==> config.mk <==
export PLATFORM = sky130hd
export DESIGN_NAME = tick_gen_multi
export DESIGN_NICKNAME = d
export VERILOG_FILES = /design/src/rtl/tick_gen_multi.sv
export SDC_FILE = /design/constraint.sdc
export NUM_CORES = 1
export LEC_CHECK = 0
export ABC_AREA = 1
export ABC_CLOCK_PERIOD_IN_PS = 1740
export CAP_MARGIN = 20
export CORE_UTILIZATION = 29
export DETAILED_ROUTE_END_ITERATION = 10
export GPL_ROUTABILITY_DRIVEN = 1
export PLACE_DENSITY = 0.55
export REMOVE_ABC_BUFFERS = 1
export SETUP_SLACK_MARGIN = 0.05
export SLEW_MARGIN = 20
export SYNTH_ARGS = -nofsm -noshare
export SYNTH_HDL_FRONTEND = slang
export SYNTH_SLANG_ARGS = --single-unit
export TNS_END_PERCENT = 10
==> constraint.sdc <==
create_clock -name clk -period 1.74 [get_ports clk]
set_clock_uncertainty 0.05 [all_clocks]
set_input_delay 0.261 -clock clk [delete_from_list [all_inputs] [get_ports clk]]
set_output_delay 0.261 -clock clk [all_outputs]
set_load 0.03 [all_outputs]
==> src/rtl/tick_gen_multi.sv <==
// Multi-channel programmable tick generator: per-channel divisor, tick pulse
// and 50% square wave, with one channel muxed onto a shared output pair.
module tick_gen_multi #(
    parameter int               NUM_CH      = 4,
    parameter int               CNT_W       = 32,
    parameter int               SEL_W       = 2,
    parameter logic [CNT_W-1:0] DEFAULT_DIV = CNT_W'(50_000_000)
) (
    input  logic              clk,
    input  logic              rst,
    input  logic [NUM_CH-1:0] en,
    input  logic              wr_en,
    input  logic [SEL_W-1:0]  wr_ch,
    input  logic [CNT_W-1:0]  wr_div,
    input  logic              sync,
    input  logic [SEL_W-1:0]  sel,
    output logic [NUM_CH-1:0] tick,
    output logic [NUM_CH-1:0] square,
    output logic              tick_sel,
    output logic              square_sel
);

    for (genvar g = 0; g < NUM_CH; g++) begin : g_ch
        logic [CNT_W-1:0] r_div;
        logic [CNT_W-1:0] r_cnt;
        logic             r_tick;
        logic             r_sq;
        logic             w_wr;
        logic             w_term;

        // Out-of-range write indices match no channel and are dropped.
        assign w_wr   = wr_en && (wr_ch == SEL_W'(g));
        assign w_term = (r_cnt == r_div);

        always_ff @(posedge clk) begin
            if (!rst) begin
                r_div  <= DEFAULT_DIV;
                r_cnt  <= '0;
                r_tick <= 1'b0;
                r_sq   <= 1'b0;
            end else if (sync) begin
                r_cnt  <= '0;
                r_tick <= 1'b0;
                r_sq   <= 1'b0;
            end else if (w_wr) begin
                r_div  <= wr_div;
                r_cnt  <= '0;
                r_tick <= 1'b0;
            end else if (en[g]) begin
                // Wrap via the terminal compare, so D = all-ones never overflows.
                r_cnt  <= w_term ? '0 : r_cnt + CNT_W'(1);
                r_tick <= w_term;
                if (w_term) begin
                    r_sq <= ~r_sq;
                end
            end else begin
                r_tick <= 1'b0;
            end
        end

        assign tick[g]   = r_tick;
        assign square[g] = r_sq;
    end

    logic w_tick_sel;
    logic w_sq_sel;

    always_comb begin
        w_tick_sel = 1'b0;
        w_sq_sel   = 1'b0;
        for (int i = 0; i < NUM_CH; i++) begin
            if (sel == SEL_W'(i)) begin
                w_tick_sel = tick[i];
                w_sq_sel   = square[i];
            end
        end
    end

    assign tick_sel   = w_tick_sel;
    assign square_sel = w_sq_sel;

endmodule

# Word-level counts from Yosys, hierarchy flattened
# Cells that the tools add are included.
# word_totals
romBits,0
latch_bits,0
ff_bits,264
mem_bits_rw,0
memories,0
# op_classes
multipliers,0
div_mod_pow,0
n_addsub,4
n_eq_ne,10
bitwise_logic,14
shift,0
order_cmp,0
mux,12
reduce_logical,23
# ops
operator,count
32-bit by 1-bit adder with 32-bit output (second input constant),4
32-bit equality test,4
32-bit 2-to-1 mux,4
4-bit OR reduction,4
1-bit NOT,14
3-bit AND reduction,4
3-bit OR reduction,4
2-bit equality test (second input constant),4
1-bit 2-to-1 mux,8
2-bit AND reduction,4
2-bit by 1-bit equality test with 1-bit output (second input constant),2
1-bit logical AND,4
2-bit logical NOT,2
2-bit OR reduction,1

# Longest topological paths before layout
# Gate-level depths: netlist (run 1).
# depth
ltp_word,5
mapped_depth,11

# Worst setup path after synthesis (run 1)
# OpenSTA, ideal clock, no wires.
# synth_path
kind,register to register
start,reg g_ch[0].r_cnt[0]
end,reg g_ch[0].r_cnt[22]
arrival_time_ns,1.390
setup_ns,0.117
n_path_buf,0
path_stages_with_launch,10
slack_ns,0.183
path_cell_list,dfxtp_1 ha_1 inv_1 nor3_4 nand2_2 nor2_2 nand2_2 nor2_4 xor2_1 nor2_1
# synth_via
elab_chain_cells,2
# synth_lines
element,line,source
from (decl),25,logic [CNT_W-1:0] r_cnt;
from (signal assigned),51,r_cnt <= w_term ? '0 : r_cnt + CNT_W'(1);
32-bit by 1-bit adder with 32-bit output / 32-bit equality test (equally long branches),"51, 33",
32-bit 2-to-1 mux *,51,
# Mark *: on every way between the ends. The rest lies on a longest branch, timed or not.
# A chain may end at the register's enable or synchronous reset.

# Worst setup path in the final report (run 1)
# layout_path
start,reg g_ch[1].r_sq
end,out square_sel
# layout_via
elab_chain_cells,3
# layout_lines
element,line,source
from (decl),27,logic r_sq;
from (signal assigned),54,r_sq <= ~r_sq;
1-bit 2-to-1 mux (3 in series),72,if (sel == SEL_W'(i)) begin
to (decl),20,output logic square_sel
# No other way between the ends.

==> impl_metrics.ini, run 1 <==
[drt]
ant_nets = 0
drt-total-wl_um = 43770
drt_pass1_iterations = 5
drt_first_iter_violations = 794
wl_per_cell_um = 15.48
dr_total_vias = 13010
drc = 0
routed_via_density = 4.603

[synthesis]
synth-edff-count = 0
ys_ff_latch = 264
syn_inst = 1956
syn_area_per_cell_um2 = 6.848
synth_cell_types = 45
synth_area_um2 = 13390
synth-async-reset-ratio_pct = 0
yosys_warnings = 0
yosysSeqAreaShare_pct = 39.46
ys.flop_type = dfxtp_1

[power]
seqPwrFrac_pct = 45.0
power_mw = 13.85
power_frac_clock_pct = 48.0
p_sw_share_pct = 24.26
vdd_drop_max_uv = 807.8
leakage_nw = 7.526
p_per_area_nw_per_um2 = 770.8
p_sw_mw = 3.360
internal-power_mw = 10.49
combPwrFrac_pct = 7.0

[final_layout]
final_cell_mix = nand2_1 (502), nor2_1 (263), buf_4 (209)
final_nets = 2251
syn_to_final_growth_pct = 34.16
final_area_um2 = 17970
drive_gt1_share_pct = 23.39
nFillCells = 4804
diodes = 0
final_common_cell = nand2_1
layout.cells.non_filler = 2827

[global_routing]
grt_pass1_vias = 12370
antenna_found_initial = 2
grt_use_total_pct = 18.09
grt_pass1_wl_um = 67320
grt.overflow.total = 0
grt_max_degree = 65

[sta]
setup_viol = 1
finalMaxSlewViolations = 0
fin_ws_ns = -0.03086
hold_violations = 0
rsz0062_at_grt = true
slew_headroom_pct = 62.46
max_freq_mhz = 564.7
worst_pin_slew_ns = 0.5622
period_minus_slack_ns = 1.771
min_period_over_period_pct = 101.8

[worst_setup_path]
crit_family = flip-flops
critPathArrivalTime_ns = 1.46
path_class = flip-flop to output pin
cpPeakStageDelay_ns = 0.34
crit_path_start_kind = flip-flop
cp_cell_sequence = buf_6 -> o21ai_2 -> a32oi_2 -> buf_6
worstPathRequired_ns = 1.43
cp_max_fo = 2
crit_top_cell = buf_6
cp.buffers_inverters = 2
critPathSlowestCell = dfxtp_2
end_kind = output pin

[clock_tree]
cts_tree = yes
cts.path.max_buffers = 3
cts_max_level = 1
insertion_delay_ns = 0.58
cts_buffers = 31
cts_num_sinks = 264
clk_pin_slew_ns = 0.06
cts-root-buf = clkbuf_16
ctsHoldBuffers = 0

[place]
finalWeightedCongestion = 0.9095
port_buffers = 53
dp_hpwl_um = 31720
placedCellCount = 2754
placed_cell_area_um2 = 16020

[hold_path]
hold_path_class = input port to flip-flop

[status]
failed_checks = setup timing
status = finished, violations left

[floorplanning]
die_h_um = 216.9
core_region_area_um2 = 45480
die-width_um = 216.9
initial_core_util_pct = 29.45
rows = 78
dieArea_um2 = 47050
ios = 54

[flow_run]
drv_cap = 0
-- stage by stage --
stage / worst slack [ns] / hold WS [ns] / util [%] / setup TNS, ns
2_1_floorplan: -0.1607 / 0.2951 / - / -15.78
5_1_grt: -0.09953 / 0.1127 / 39.51 / -2.456
3_3_place_gp: -0.2743 / 0.4026 / 35.22 / -36.98
3_5_place_dp: -0.2794 / 0.4113 / 35.22 / -38.75
6_report: -0.03086 / 0.1160 / 39.51 / -0.03086
4_1_cts: -0.09408 / 0.09190 / 37.88 / -0.1531
-- worst min-delay path, delay by kind of cell --
| kind | cells | cell delay, ns |
|---|---|---|
| buffers and inverters | 2 | 0.35 |
| AND/OR/NAND/NOR | 1 | 0.10 |
-- synthesized netlist by cell type (all sizes together) (33+ instances only) --
| master | number | area [um2] |
|---|---|---|
| xnor2 | 104 | 910.9 |
| nor2 | 325 | 1321 |
| dfxtp | 264 | 5285 |
| nand2 | 524 | 2019 |
| o21ai | 97 | 489.2 |
| nand4 | 43 | 269.0 |
| xor2 | 47 | 411.6 |
| buf | 33 | 215.2 |
| inv | 221 | 832.1 |
| nand3 | 130 | 673.2 |
| nor3 | 34 | 224.0 |
| a21oi | 57 | 285.3 |
-- flip-flops by register name, summed over array words and instances (netlist names) --
register / count
g_ch.r_cnt: 128
g_ch.r_div: 128
g_ch.r_sq: 4
g_ch.r_tick: 4
-- layer usage --
layer / global-route usage [%] / up-vias / wire, um
met5: 0 / - / 13
met4: 3.498 / 2 / 792
met3: 2.138 / 49 / 2086
met2: 30.59 / 250 / 20520
met1: 24.73 / 6084 / 20360
li1: - / 6629 / -
-- power groups by stage --
| stage | clock (mW) | sequential, mW | combinational [mW] |
|---|---|---|---|
| 2_1_floorplan | 0 | 6.34 | 0.371 |
| 3_3_place_gp | 0 | 6.36 | 0.881 |
| 3_5_place_dp | 0 | 6.36 | 0.890 |
| 4_1_cts | 6.80 | 6.23 | 0.903 |
| 5_1_grt | 7.01 | 6.24 | 1.05 |
| 6_report | 6.65 | 6.23 | 0.972 |
-- cell families (layout without fill, tap and decap cells) --
group | count (synthesis) | after routing | share of synthesized area [%]
mux | 1 | 1 | 0.08407
flops | 264 | 264 | 39.46
fa+ha+maj | 4 | 4 | 0.3737
compound gates | 173 | 173 | 6.791
simple gates | 1077 | 1077 | 34.68
xor+xnor | 151 | 151 | 9.874
buf+inv | 286 | 557 | 8.734
-- cell type report --
cell class	instances	area [um2]	share of cell area, %
Clock buffer	42	907.1	5.048
Inverter	222	835.8	4.651
Tap cell	600	750.7	4.178
Clock inverter	15	137.6	0.7659
Timing Repair Buffer	278	2464	13.71
Multi-Input combinational cell	1406	7493	41.70
Sequential cell	264	5381	29.95
-- final timing paths --
| path | start | cells past startpoint | slack, ns | to |
|---|---|---|---|---|
| worst min register to register | g_ch[3].r_div[26] | 2 | 0.42 | g_ch[3].r_div[26] |
| worst min-delay path | rst | 3 | 0.12 | g_ch[3].r_div[14] |
| worst max register to register | g_ch[1].r_cnt[8] | 10 | 0.01 | g_ch[1].r_cnt[12] |
| worst max-delay path | g_ch[1].r_sq | 4 | -0.03 | square_sel |
-- what timing repair did --
| action | in CTS | in global routing |
|---|---|---|
| pin swaps | 3 | 40 |
| setup endpoints to repair | 99 | 138 |
| gates resized for setup | 59 | 175 |
| endpoints found under the hold margin | 0 | 0 |
| cloned | 0 | 7 |
| buffers inserted | 4 | 6 |
Note: power is estimated with default switching activity, not from simulation.
==> run 2: changes to the inputs <==
- SETUP_SLACK_MARGIN: 0.05 -> 0.3
- TNS_END_PERCENT: 10 -> 20
==> impl_metrics.ini, run 2 (synthesis results as in run 1) <==
[hold_path]
min_path_cells = 3
whs_endpoint = g_ch[3].r_div[14]
hold_start = rst
hold_path_class = input port to flip-flop

[place]
dp_hpwl_um = 31720
finalWeightedCongestion = 0.9095
port_buffers = 53
placed_cell_area_um2 = 16020

[final_layout]
final_area_um2 = 19280
final_common_cell = nand2_1
post-route-util_pct = 42.40
nFillCells = 4669
final_nets = 2271
drive_gt1_share_pct = 34.31
multi_input_area_um2 = 8393
reg.largest.list = g_ch.r_cnt x128, g_ch.r_div x128
final_cell_mix = nand2_1 (475), buf_4 (200), nor2_1 (191)
seq_area_um2 = 5454
diodes = 0
syn_to_final_growth_pct = 43.98

[worst_setup_path]
critPathArrivalTime_ns = 1.50
crit_path_start_kind = flip-flop
rr_endpoint = g_ch[1].r_cnt[21]
end_kind = output pin
worstPathRequired_ns = 1.43
rr_worst_depth = 12
path_class = flip-flop to output pin
r2r_setup_slack_ns = -0.06
cp_max_fo = 2
worstReg2RegStart = g_ch[1].r_div[30]

[sta]
fin_ws_ns = -0.07379
worst_pin_slew_ns = 0.5717
min_period_over_period_pct = 104.2
slew_headroom_pct = 61.83
finalMaxSlewViolations = 0
setup_viol = 24
max_freq_mhz = 551.3
hold_violations = 0
rsz0062_at_grt = true
period_minus_slack_ns = 1.814

[floorplanning]
core_region_area_um2 = 45480
ios = 54
die-width_um = 216.9
die_h_um = 216.9
rows = 78
initial_core_util_pct = 29.45
dieArea_um2 = 47050

[status]
failed_checks = setup timing
status = finished, violations left

[clock_tree]
cts_tree = yes
cts_max_level = 1
ctsHoldBuffers = 0
cts_num_sinks = 264
clk_pin_slew_ns = 0.06
cts-root-buf = clkbuf_16
cts.path.max_buffers = 3
insertion_delay_ns = 0.58
cts_buffers = 31

[power]
p_per_area_nw_per_um2 = 723.4
leakage_nw = 7.794
vdd_drop_max_uv = 807.0

[drt]
drt-total-wl_um = 45230
ant_nets = 0
wl_per_cell_um = 15.89
drt_pass1_iterations = 5
drc = 0
routed_via_density = 4.702
dr_total_vias = 13390
drt_first_iter_violations = 715

[global_routing]
grt_pass1_wl_um = 69230
grt_use_total_pct = 18.59
grt_pass1_vias = 12710
grt_max_degree = 65
grt.overflow.total = 0
antenna_found_initial = 3

[flow_run]
drv_cap = 0
-- run 2: how the worst max path moves through the flow --
stage,start,end,cells past startpoint
3_5_place_dp,wr_en,g_ch[2].r_cnt[28],8
6_report,g_ch[0].r_sq,square_sel,4
3_3_place_gp,wr_en,g_ch[2].r_cnt[26],8
2_1_floorplan,g_ch[3].r_cnt[13],g_ch[3].r_cnt[11],8
4_1_cts,g_ch[0].r_sq,square_sel,4
5_1_grt,g_ch[1].r_cnt[27],g_ch[1].r_cnt[20],12
-- run 2: final cells by class --
| cell class | instances | share of cell area [%] |
|---|---|---|
| flip-flops and latches | 264 | 28.28 |
| multi-input cells | 1406 | 43.52 |
| clock inverters | 15 | 0.7137 |
| clock buffers | 42 | 4.704 |
| well taps | 600 | 3.893 |
| inverters | 222 | 4.373 |
| repair buffers | 298 | 14.51 |
-- run 2: per-layer routing --
layer  vias up  GRT usage, %  wire length, um
li1       6682             -                -
met1      6369         25.01            20510
met2       281         31.58            21630
met3        52         2.404             2210
met4         4         4.014              860
met5         -             0               23
-- run 2: worst max-delay path: stages, from the launching register on --
cell and delay, ns:
dfxtp_2 0.35, buf_6 0.10, nand3_2 0.07, a32oi_2 0.24, buf_6 0.16
-- run 2: report_power, final --
part	switching (mW)	leakage (nW)	internal, mW
registers	0.0848	2.19	6.14
logic	0.622	5.08	0.454
clock network	2.72	0.527	3.93
-- run 2: what timing repair did --
item                                    4_1_cts  5_1_grt
cloned                                        4        5
endpoints found under the hold margin         0        0
setup buffers                                18        9
resized for setup                           345      266
pin swaps                                   184      193
endpoints found under the setup margin      146      156
-- run 2: per-stage QoR --
| step | total power, mW | cells | TNS [ns] | setup slack [ns] | hold WS [ns] |
|---|---|---|---|---|---|
| 3_5_place_dp | 7.252 | 2754 | -38.75 | -0.2794 | 0.4113 |
| 3_3_place_gp | 7.240 | 2754 | -36.98 | -0.2743 | 0.4026 |
| 6_report | 13.95 | 2847 | -0.6988 | -0.07379 | 0.1061 |
| 2_1_floorplan | 6.712 | 1892 | -15.78 | -0.1607 | 0.2951 |
| 4_1_cts | 14.01 | 2833 | -0.9056 | -0.09229 | 0.09190 |
| 5_1_grt | 14.39 | 2847 | -4.697 | -0.1379 | 0.1144 |
==> run 3: changes to the inputs <==
- CORE_ASPECT_RATIO: default -> 0.7
==> impl_metrics.ini, run 3 (synthesis results as in run 1) <==
[status]
status = finished, violations left
failed_checks = setup timing

[worst_setup_path]
worstPathRequired_ns = 2.14
r2r_setup_slack_ns = -0.05
cp-startpoint = g_ch[1].r_cnt[1]
critPathSlowestCell = dfxtp_2
rr_endpoint = g_ch[1].r_cnt[6]
cp_cell_sequence = buf_6 -> xnor2_4 -> nand2_1 -> nor2_1 -> nand2_1 -> nor2_2 -> nand2_2 -> o21ai_4 -> buf_6 -> clkbuf_16 -> nor2_1
crit_path_start_kind = flip-flop
rr_worst_depth = 11
crit_family = simple AND/OR/NAND/NOR gates
cp_max_fo = 8
cpPeakStageDelay_ns = 0.32
worstReg2RegStart = g_ch[1].r_cnt[1]
end_kind = flip-flop
path_class = flip-flop to flip-flop
critPathArrivalTime_ns = 2.19
cp.buffers_inverters = 3

[final_layout]
final_area_um2 = 18530
nFillCells = 4488
final_common_cell = nand2_1
final_cell_mix = nand2_1 (490), nor2_1 (215), dfxtp_1 (188)
layout.cells.non_filler = 2814
diodes = 0
drive_gt1_share_pct = 28.27
post-route-util_pct = 40.91
seq_area_um2 = 5423
final_nets = 2239
syn_to_final_growth_pct = 38.37
reg.largest.list = g_ch.r_cnt x128, g_ch.r_div x128
multi_input_area_um2 = 8048

[clock_tree]
clk_pin_slew_ns = 0.06
cts-root-buf = clkbuf_16
ctsHoldBuffers = 0
cts_max_level = 1
cts_num_sinks = 264
cts_tree = yes
insertion_delay_ns = 0.57
cts_buffers = 28
cts.path.max_buffers = 3

[drt]
drt_first_iter_violations = 1119
ant_nets = 0
drc = 0
drt-total-wl_um = 46020
drt_pass1_iterations = 5
dr_total_vias = 13310
wl_per_cell_um = 16.35
routed_via_density = 4.729

[sta]
setup_viol = 32
period_minus_slack_ns = 1.786
max_freq_mhz = 560.0
hold_violations = 0
worst_pin_slew_ns = 0.5417
rsz0062_at_grt = true
tns_ns = -0.8205
finalMaxSlewViolations = 0
slew_headroom_pct = 63.77
min_period_over_period_pct = 102.6
fin_ws_ns = -0.04570

[global_routing]
grtUsageMet2_pct = 27.23
grt_use_total_pct = 18.79
grt.busiest_layer = met1
grt_max_degree = 96
antenna_found_initial = 4
grtUsageMet3_pct = 2.540
grt_pass1_vias = 12250
grt_pass1_wl_um = 69140
grt.overflow.total = 0
grt_util_met1_pct = 28.28

[floorplanning]
die-width_um = 258.9
initial_core_util_pct = 29.57
ios = 54
dieArea_um2 = 47060
core_region_area_um2 = 45300
die_h_um = 181.8
rows = 65

[hold_path]
hold_path_class = input port to flip-flop
min_path_cells = 3
whs_endpoint = g_ch[0].r_div[7]
hold_start = rst

[power]
vdd_drop_max_uv = 687.1
leakage_nw = 7.498
p_per_area_nw_per_um2 = 726.9

[place]
placedCellCount = 2739
placed_cell_area_um2 = 15960
port_buffers = 53
dp_hpwl_um = 32670
finalWeightedCongestion = 0.9352

[flow_run]
drv_cap = 0
## run 3: cell types whose count changed in the layout (fill, tap and decap cells not counted), moves of 9 or more
cell,delta
nor2_2,-9
dfxtp_2,-37
inv_1,+10
xnor2_2,-10
nor2_1,+24
inv_2,-11
buf_6,-9
dfxtp_1,+33
nand2_2,-15
xnor2_1,+9
buf_4,-21
nand2_1,+15
nor2_4,-15
## run 3: how the worst max path moves through the flow
| stage | to | cells after the start |
|---|---|---|
| 6_report | g_ch[1].r_cnt[6] | 11 |
| 5_1_grt | g_ch[1].r_cnt[6] | 11 |
| 4_1_cts | square_sel | 4 |
| 3_5_place_dp | g_ch[0].r_cnt[22] | 9 |
| 3_3_place_gp | g_ch[0].r_div[3] | 6 |
| 2_1_floorplan | g_ch[3].r_cnt[11] | 8 |
## run 3: final cells by class
| class | instances | share of cell area, % |
|---|---|---|
| clock buffers | 41 | 4.537 |
| clock inverters | 9 | 0.5131 |
| inverters | 222 | 4.564 |
| multi-input cells | 1406 | 43.42 |
| flip-flops and latches | 264 | 29.26 |
| well taps | 603 | 4.071 |
| repair buffers | 269 | 13.64 |
## run 3: worst reg2reg max path: cells and delay by family, from the launching register on
kind	cells	cell delay, ns
xor+xnor	1	0.14
simple gates	6	0.55
compound gates	1	0.16
flops	1	0.32
buf+inv	3	0.46
## run 3: metal layers
layer  up-vias  share of wire [%]
met3        75                6.5
li1       6624                  -
met4         0                3.2
met2       390                 42
met5         -                  0
met1      6217                 49
## run 3: power by group
group | leakage [nW] | switching [mW] | total [mW] | internal, mW
sequential | 2.18 | 0.0829 | 6.21 | 6.13
clock | 0.469 | 2.58 | 6.20 | 3.62
combinational | 4.85 | 0.625 | 1.06 | 0.434
total | 7.50 | 3.29 | 13.5 | 10.2
## run 3: metrics by stage
step / hold slack [ns] / total power [mW] / worst slack, ns
after detailed placement: 0.4140 / 7.269 / -0.2858
after global placement: 0.4053 / 7.254 / -0.2669
after global routing: 0.1438 / 13.90 / -0.1857
after CTS: 0.1270 / 13.51 / -0.04428
after floorplan: 0.2951 / 6.712 / -0.1607
final: 0.1391 / 13.47 / -0.04570
## run 3: repair_timing
action | 4_1_cts | 5_1_grt
resized for setup | 303 | 172
buffers inserted | 13 | 6
cloned | 2 | 4
pin swaps | 165 | 118
endpoints found under the setup margin | 146 | 178
